==> src/rtl/serial_adder.sv <==
`default_nettype none
// ============================================================================
// Module   : serial_adder
// Purpose  : Multi-cycle add/subtract, CHUNK bits per cycle LSB first, with
//            carry held between cycles and signed-overflow detection.
// Revision : 1.0
// ============================================================================
module serial_adder #(
    parameter int WIDTH = 8,
    parameter int CHUNK = 1
) (
    input  logic             clk,
    input  logic             rst_n,
    input  logic             start,
    input  logic [WIDTH-1:0] a,
    input  logic [WIDTH-1:0] b,
    input  logic             cin,
    input  logic             sub,
    output logic             busy,
    output logic             done,
    output logic [WIDTH-1:0] sum_out,
    output logic             c_out,
    output logic             ovf
);

    localparam int c_steps = WIDTH / CHUNK;
    localparam int c_cnt_w = $clog2(c_steps) + 1;
    localparam logic [c_cnt_w-1:0] c_last = c_cnt_w'(c_steps - 1);

    typedef enum logic [0:0] {
        S_IDLE = 1'b0,
        S_RUN  = 1'b1
    } state_t;

    state_t             r_state;
    state_t             w_state_next;
    logic [WIDTH-1:0]   r_a;
    logic [WIDTH-1:0]   r_b;
    logic [WIDTH-1:0]   r_res;
    logic               r_carry;
    logic [c_cnt_w-1:0] r_cnt;
    logic [CHUNK-1:0]   w_s;
    logic [CHUNK:0]     w_c;
    logic [WIDTH-1:0]   w_res_next;
    logic               w_last;

    assign busy   = (r_state == S_RUN);
    assign w_last = busy && (r_cnt == c_last);
    assign w_c[0] = r_carry;

    generate
        for (genvar i = 0; i < CHUNK; i++) begin : g_fa
            assign w_s[i]   = r_a[i] ^ r_b[i] ^ w_c[i];
            assign w_c[i+1] = (r_a[i] & r_b[i]) | (w_c[i] & (r_a[i] ^ r_b[i]));
        end
    endgenerate

    // New sum bits enter at the top so the LSB chunk ends up at bit 0.
    generate
        if (CHUNK == WIDTH) begin : g_res_full
            assign w_res_next = w_s;
        end else begin : g_res_shift
            assign w_res_next = {w_s, r_res[WIDTH-1:CHUNK]};
        end
    endgenerate

    always_ff @(posedge clk or negedge rst_n) begin
        if (!rst_n) begin
            r_state <= S_IDLE;
        end else begin
            r_state <= w_state_next;
        end
    end

    always_comb begin
        w_state_next = r_state;
        case (r_state)
            S_IDLE:  if (start)  w_state_next = S_RUN;
            S_RUN:   if (w_last) w_state_next = S_IDLE;
            default: w_state_next = S_IDLE;
        endcase
    end

    always_ff @(posedge clk or negedge rst_n) begin
        if (!rst_n) begin
            r_a     <= '0;
            r_b     <= '0;
            r_res   <= '0;
            r_carry <= 1'b0;
            r_cnt   <= '0;
            done    <= 1'b0;
            sum_out <= '0;
            c_out   <= 1'b0;
            ovf     <= 1'b0;
        end else begin
            done <= w_last;
            if ((r_state == S_IDLE) && start) begin
                // Subtraction is a + ~b + ~cin; the inversion of cin folds into the carry seed.
                r_a     <= a;
                r_b     <= sub ? ~b : b;
                r_carry <= cin ^ sub;
                r_cnt   <= '0;
            end else if (busy) begin
                r_a     <= r_a >> CHUNK;
                r_b     <= r_b >> CHUNK;
                r_res   <= w_res_next;
                r_carry <= w_c[CHUNK];
                r_cnt   <= r_cnt + 1'b1;
            end
            if (w_last) begin
                sum_out <= w_res_next;
                c_out   <= w_c[CHUNK];
                ovf     <= w_c[CHUNK] ^ w_c[CHUNK-1];
            end
        end
    end

endmodule
`default_nettype wire

==> config.mk <==
export PLATFORM = sky130hd
export DESIGN_NAME = serial_adder
export DESIGN_NICKNAME = d
export VERILOG_FILES = /design/src/rtl/serial_adder.sv
export SDC_FILE = /design/constraint.sdc
export NUM_CORES = 1
export LEC_CHECK = 0
export CORE_UTILIZATION = 53
export CTS_BUF_LIST = sky130_fd_sc_hd__clkbuf_4
export CTS_CLUSTER_SIZE = 16
export DETAILED_ROUTE_END_ITERATION = 10
export PLACE_DENSITY = 0.84
export SYNTH_ARGS = -nofsm -noshare
export SYNTH_HDL_FRONTEND = slang
export SYNTH_SLANG_ARGS = --single-unit
==> constraint.sdc <==
create_clock -name clk -period 1.6 [get_ports clk]
set_input_delay 0.32 -clock clk [delete_from_list [all_inputs] [get_ports clk]]
set_output_delay 0.32 -clock clk [all_outputs]
set_load 0.005 [all_outputs]
### Word level (Yosys, flattened, before mapping)

Cells that the tools add are included.

| operators by class | value |
|---|---|
| bitwise gates (word level) | 10 |
| muxes and demuxes | 12 |
| reductions and logical operators | 4 |
| eq/ne operators | 1 |
| $add $sub $neg | 1 |

Operators with widths:

| operator | number |
|---|---|
| 8-bit two-way mux | 5 |
| 4-bit two-way mux | 2 |
| 8-bit inverter | 1 |
| 4-bit by 1-bit adder with 4-bit output, second input constant | 1 |
| 4-bit by 3-bit == test with 1-bit output, second input constant | 1 |
| 1-bit two-way mux | 4 |
| 1-bit bitwise XOR | 4 |
| 1-bit bitwise AND | 2 |
| 1-bit logical AND | 2 |
| 1-bit inverter | 2 |
| 1-bit one-hot mux with 2 select lines | 1 |
| 2-bit AND reduction | 1 |
| 2-bit nonzero test | 1 |
| 1-bit OR | 1 |

| word-level totals | value |
|---|---|
| bits of input ports | 21 |
| word-level logic and storage cells | 38 |
| output and inout port bits | 12 |
| register bits after elaboration | 41 |

### Longest topological paths before layout

| depth | value |
|---|---|
| depth in word-level cells | 5 |
| depth in mapped cells | 5 |
| depth with buffers taken out | 4 |

### Least setup slack after synthesis

Ideal clock, no wire load.

| timing | value |
|---|---|
| path kind | register to register |
| start point | register r_cnt[0] |
| end point | register sum_out[0] |
| arrival time | 1.186 ns |
| clock period less this slack | 1.312 ns |
| path slack | 0.288 ns |
| stages on the path, launching flop included | 5 |
| cell sequence | dfrtp_1 > ha_1 > nand4b_4 > buf_6 > mux2_4 |

| between the ends | value |
|---|---|
| longest elaborated chain between the ends | 2 |

Ends and longest elaborated chain:

| element | RTL line | text |
|---|---|---|
| from (decl) | 41 | `logic [c_cnt_w-1:0] r_cnt;` |
| from (signal assigned) | 108 | `r_cnt <= r_cnt + 1'b1;` |
| 4-bit by 3-bit == test with 1-bit output | 48 | `assign w_last = busy && (r_cnt == c_last);` |
| 1-bit logical AND | 48 |  |
| to (signal assigned) | 111 | `sum_out <= w_res_next;` |
| to (decl) | 21 | `output logic [WIDTH-1:0] sum_out,` |

Every way passes these cells.
A chain may end at the register's enable or synchronous reset.

### Worst setup path in the final report

| timing | value |
|---|---|
| start point | register sum_out[0] |
| end point | output sum_out[0] |

No word-level cell between the ends.

==> impl_metrics.prom <==
# TYPE chip_impl_metric gauge
chip_impl_info{name="status",value="complete, no violations"} 1
chip_impl_info{name="unrepaired_setup_endpoints_after_global_routing",value="no"} 1
chip_impl_metric{name="cap_viol_max_count",unit=""} 0
chip_impl_metric{name="placement.io_buffers",unit=""} 32
chip_impl_metric{name="min_period",unit="ns"} 1.55
chip_impl_metric{name="clock-skew-final",unit="ns"} 0.0106
chip_impl_metric{name="postSynth.asyncResetShare",unit="%"} 100
chip_impl_metric{name="mappedNetlistNets",unit=""} 164
chip_impl_metric{name="worst-slew-pin-transition",unit="ns"} 0.494
chip_impl_metric{name="worst_ep_arrival_time",unit="ns"} 1.23
chip_impl_metric{name="initialDrtViolationCount",unit=""} 57
chip_impl_info{name="synthTopCellsByCount",value="40 x sky130_fd_sc_hd__dfrtp_1, 18 x sky130_fd_sc_hd__o21ai_0, 10 x sky130_fd_sc_hd__mux2_2, 10 x sky130_fd_sc_hd__nand2_1, 10 x sky130_fd_sc_hd__xnor2_1"} 1
chip_impl_info{name="crit_path_start",value="sum_out[0]"} 1
chip_impl_info{name="slowest_cp_cell",value="sky130_fd_sc_hd__clkdlybuf4s50_1"} 1
chip_impl_metric{name="die_height",unit="microns"} 59.9
chip_impl_metric{name="seq_area_frac_synth",unit="%"} 56.3
chip_impl_metric{name="route.antenna.remaining_nets",unit=""} 0
chip_impl_metric{name="final_area",unit="sq um"} 2240
chip_impl_metric{name="routed_via_count_divided_by_cell_count",unit=""} 5.26
chip_impl_metric{name="worst-r2r-setup-slack",unit="ns"} 0.18
chip_impl_metric{name="detailedPlace.worstSlack",unit="ns"} 0.00240
chip_impl_info{name="critical_path.endpoint_type",value="primary output"} 1
chip_impl_metric{name="std_cell_rows",unit=""} 20
chip_impl_metric{name="cts_num_sinks",unit=""} 40
chip_impl_metric{name="ir_drop",unit="mV"} 0.739
chip_impl_metric{name="cp_num_buf_inv",unit=""} 1
chip_impl_metric{name="leakagePower",unit="nW"} 1.10
chip_impl_metric{name="flow.area_growth_from_synthesis",unit="%"} 26.1
chip_impl_metric{name="cts_made_buffers",unit=""} 5
chip_impl_metric{name="timing.setup.tns",unit="ns"} 0
chip_impl_metric{name="floorplan.initialDensity",unit="%"} 56.8
chip_impl_metric{name="post-route-drc-count",unit=""} 0
chip_impl_metric{name="worstPathRequired",unit="ns"} 1.28
chip_impl_info{name="synth_top_cell_by_area",value="sky130_fd_sc_hd__dfrtp_1"} 1
chip_impl_metric{name="utilization",unit="%"} 71.6
chip_impl_info{name="crit_type",value="reg2out"} 1
chip_impl_info{name="timing.hold.worst.class",value="reg2reg"} 1
chip_impl_metric{name="grt_usage",unit="%"} 21.0
chip_impl_metric{name="fp.dieArea",unit="sq um"} 3590
chip_impl_metric{name="antenna_found_initial",unit=""} 0
chip_impl_info{name="crit_path_cell_trace",value="clkdlybuf4s50_1"} 1
chip_impl_metric{name="synthesized_cell_area",unit="sq um"} 1780
chip_impl_metric{name="yosys_warnings",unit=""} 0
chip_impl_metric{name="synth_top_cell_area_share",unit="%"} 56.3
chip_impl_metric{name="clock_slew_at_reported_path_ffs",unit="ns"} 0.11
chip_impl_info{name="synth_area_leaders",value="sky130_fd_sc_hd__dfrtp_1 56%, sky130_fd_sc_hd__mux2_2 6.3%, sky130_fd_sc_hd__mux2_4 5.9%, sky130_fd_sc_hd__o21ai_0 5.1%, sky130_fd_sc_hd__xnor2_1 4.9%"} 1
chip_impl_metric{name="n_fill_cell",unit=""} 228
chip_impl_metric{name="post_synthesis_cells",unit=""} 141
chip_impl_metric{name="wl_per_cell",unit="microns"} 13.7
chip_impl_info{name="cp_top_family",value="buffers and inverters"} 1
chip_impl_metric{name="number_of_global_route_vias_before_repair",unit=""} 1155
chip_impl_metric{name="cts_max_level",unit=""} 2
chip_impl_metric{name="detailedRoute.firstPassIterationCount",unit=""} 4
chip_impl_metric{name="cellPowerDensity",unit="nW/um^2"} 1590
chip_impl_metric{name="design.portCount",unit=""} 33
chip_impl_metric{name="post_synth.cell_area_avg",unit="sq um"} 12.6
chip_impl_info{name="worst_setup_path_start_kind",value="flop"} 1
chip_impl_info{name="timing.hold.worst.start",value="r_a[7]"} 1
chip_impl_metric{name="die_w",unit="microns"} 59.9
chip_impl_metric{name="multi_input_gate_area",unit="sq um"} 714
chip_impl_metric{name="gp_congestion",unit=""} 0.827
chip_impl_metric{name="setup_viol_count_final",unit=""} 0
chip_impl_info{name="worstReg2RegStart",value="r_cnt[0]"} 1
chip_impl_metric{name="coreArea",unit="sq um"} 3130
chip_impl_metric{name="routed_wl",unit="microns"} 3110
chip_impl_metric{name="timing.final.crit_share",unit="%"} 97.1
chip_impl_metric{name="total_power",unit="mW"} 3.57
chip_impl_info{name="synth_most_common_cell",value="sky130_fd_sc_hd__dfrtp_1"} 1
chip_impl_metric{name="design.final.nets",unit=""} 205
chip_impl_info{name="tritoncts_clock_tree",value="built"} 1
chip_impl_metric{name="hold_violations",unit=""} 0
chip_impl_metric{name="seqCellArea",unit="sq um"} 1000
chip_impl_info{name="cts_root_buffer",value="sky130_fd_sc_hd__clkbuf_4"} 1
chip_impl_metric{name="cp_max_fo",unit=""} 2
chip_impl_metric{name="max_freq",unit="GHz"} 0.644
chip_impl_metric{name="placed_cell_count",unit=""} 215
chip_impl_metric{name="layout_setup_ws",unit="ns"} 0.0469
chip_impl_metric{name="synth.distinct_cells",unit=""} 25
chip_impl_metric{name="cts.path.max_buffers",unit=""} 2
chip_impl_metric{name="timing.critical_path.slowest_cell_delay",unit="ns"} 0.50
chip_impl_metric{name="route.vias.total",unit=""} 1195
chip_impl_metric{name="clock_latency_of_the_later_clocked_register_in_the_worst_skew_pair",unit="ns"} 0.36
chip_impl_metric{name="placed_cell_area",unit="sq um"} 2150
chip_impl_metric{name="drive_gt1_share",unit="%"} 20.2
chip_impl_metric{name="number_of_inserted_diodes",unit=""} 0
chip_impl_metric{name="grt_remaining_overflow",unit=""} 0
chip_impl_info{name="ys.flop_type",value="sky130_fd_sc_hd__dfrtp_1"} 1
chip_impl_metric{name="largest_net_degree_at_the_start_of_global_routing",unit=""} 41
chip_impl_metric{name="synth-seq-cells",unit=""} 40
chip_impl_metric{name="timing.hold.ws",unit="ns"} 0.493
chip_impl_metric{name="post_layout_cell_count",unit=""} 227
chip_impl_metric{name="maxSlewHeadroom",unit="%"} 67.0
chip_impl_metric{name="grt_first_pass_wirelength",unit="microns"} 5240
chip_impl_metric{name="synth_edf_count",unit=""} 0
chip_impl_metric{name="timing.final.max_slew_violations",unit=""} 0
## where the power goes
part	internal, mW	switching, mW
Sequential	1.42	0.254
Combinational	0.858	0.558
Clock	0.161	0.325
Total	2.44	1.14
## flip-flops by register name, indices dropped and copies added, names as in the netlist
| name | flops |
|---|---|
| ovf | 1 |
| r_res | 7 |
| c_out | 1 |
| r_cnt | 4 |
| r_carry | 1 |
| r_b | 8 |
| r_a | 8 |
| done | 1 |
| busy | 1 |
| sum_out | 8 |
## cells in the final DEF (no fill, tap or decap), types with 2 or more instances in the layout
cell type	netlist	routed
sky130_fd_sc_hd__inv_1	2	2
sky130_fd_sc_hd__o21ai_0	18	18
sky130_fd_sc_hd__clkbuf_4	0	5
sky130_fd_sc_hd__nand2_1	10	10
sky130_fd_sc_hd__clkdlybuf4s50_1	0	27
sky130_fd_sc_hd__mux2_4	7	7
sky130_fd_sc_hd__mux2_2	10	10
sky130_fd_sc_hd__nor3b_1	5	5
sky130_fd_sc_hd__dlymetal6s2s_1	0	4
sky130_fd_sc_hd__buf_4	2	10
sky130_fd_sc_hd__dfrtp_1	40	39
sky130_fd_sc_hd__a21oi_1	6	6
sky130_fd_sc_hd__xnor2_1	10	10
sky130_fd_sc_hd__a22oi_1	3	3
sky130_fd_sc_hd__nor2_1	4	4
sky130_fd_sc_hd__mux2i_1	8	8
sky130_fd_sc_hd__clkinv_2	0	2
## area by class of cell
type                    count  share of cell area (%)
flip-flops and latches     40                    44.7
multi-input cells          90                    31.9
clock buffers               5                    1.68
repair buffers             43                    18.3
well taps                  44                    2.46
clock inverters             3                   0.614
inverters                   2                   0.335
## cells by family (layout without fill, tap and decap cells)
family	Yosys count	in the layout	share of synthesized area, %
buffers and inverters	11	53	3.45
XOR/XNOR	10	10	4.93
flip-flops	40	40	56.3
AO/OA/AOI/OAI	30	30	9.30
adder cells (fa/ha/maj)	2	2	1.83
AND/OR/NAND/NOR	23	23	7.39
multiplexers	25	25	16.8
## per-layer routing
layer	vias to the layer above	track usage, %	part of all wire [%]
li1	569	-	-
met1	585	25.0	43
met2	34	34.4	50
met3	7	7.14	4.8
met4	0	8.97	1.8
met5	-	0	0
## repair_timing
item                                   4_1_cts  5_1_grt
setup endpoints to repair                    1        6
hold buffers                                 1        0
buffers inserted                             1        2
endpoints found under the hold margin       11        0
resized for setup                            1        4
## worst paths after layout
kind | to | cells after the start
max reg2reg | c_out | 3
max in group asynchronous | busy | 3
max | sum_out[0] | 1
min | r_a[6] | 2
min reg2reg | r_a[6] | 2
min in group asynchronous | sum_out[5] | 3
No activity file was read; power rests on OpenSTA's default activity.
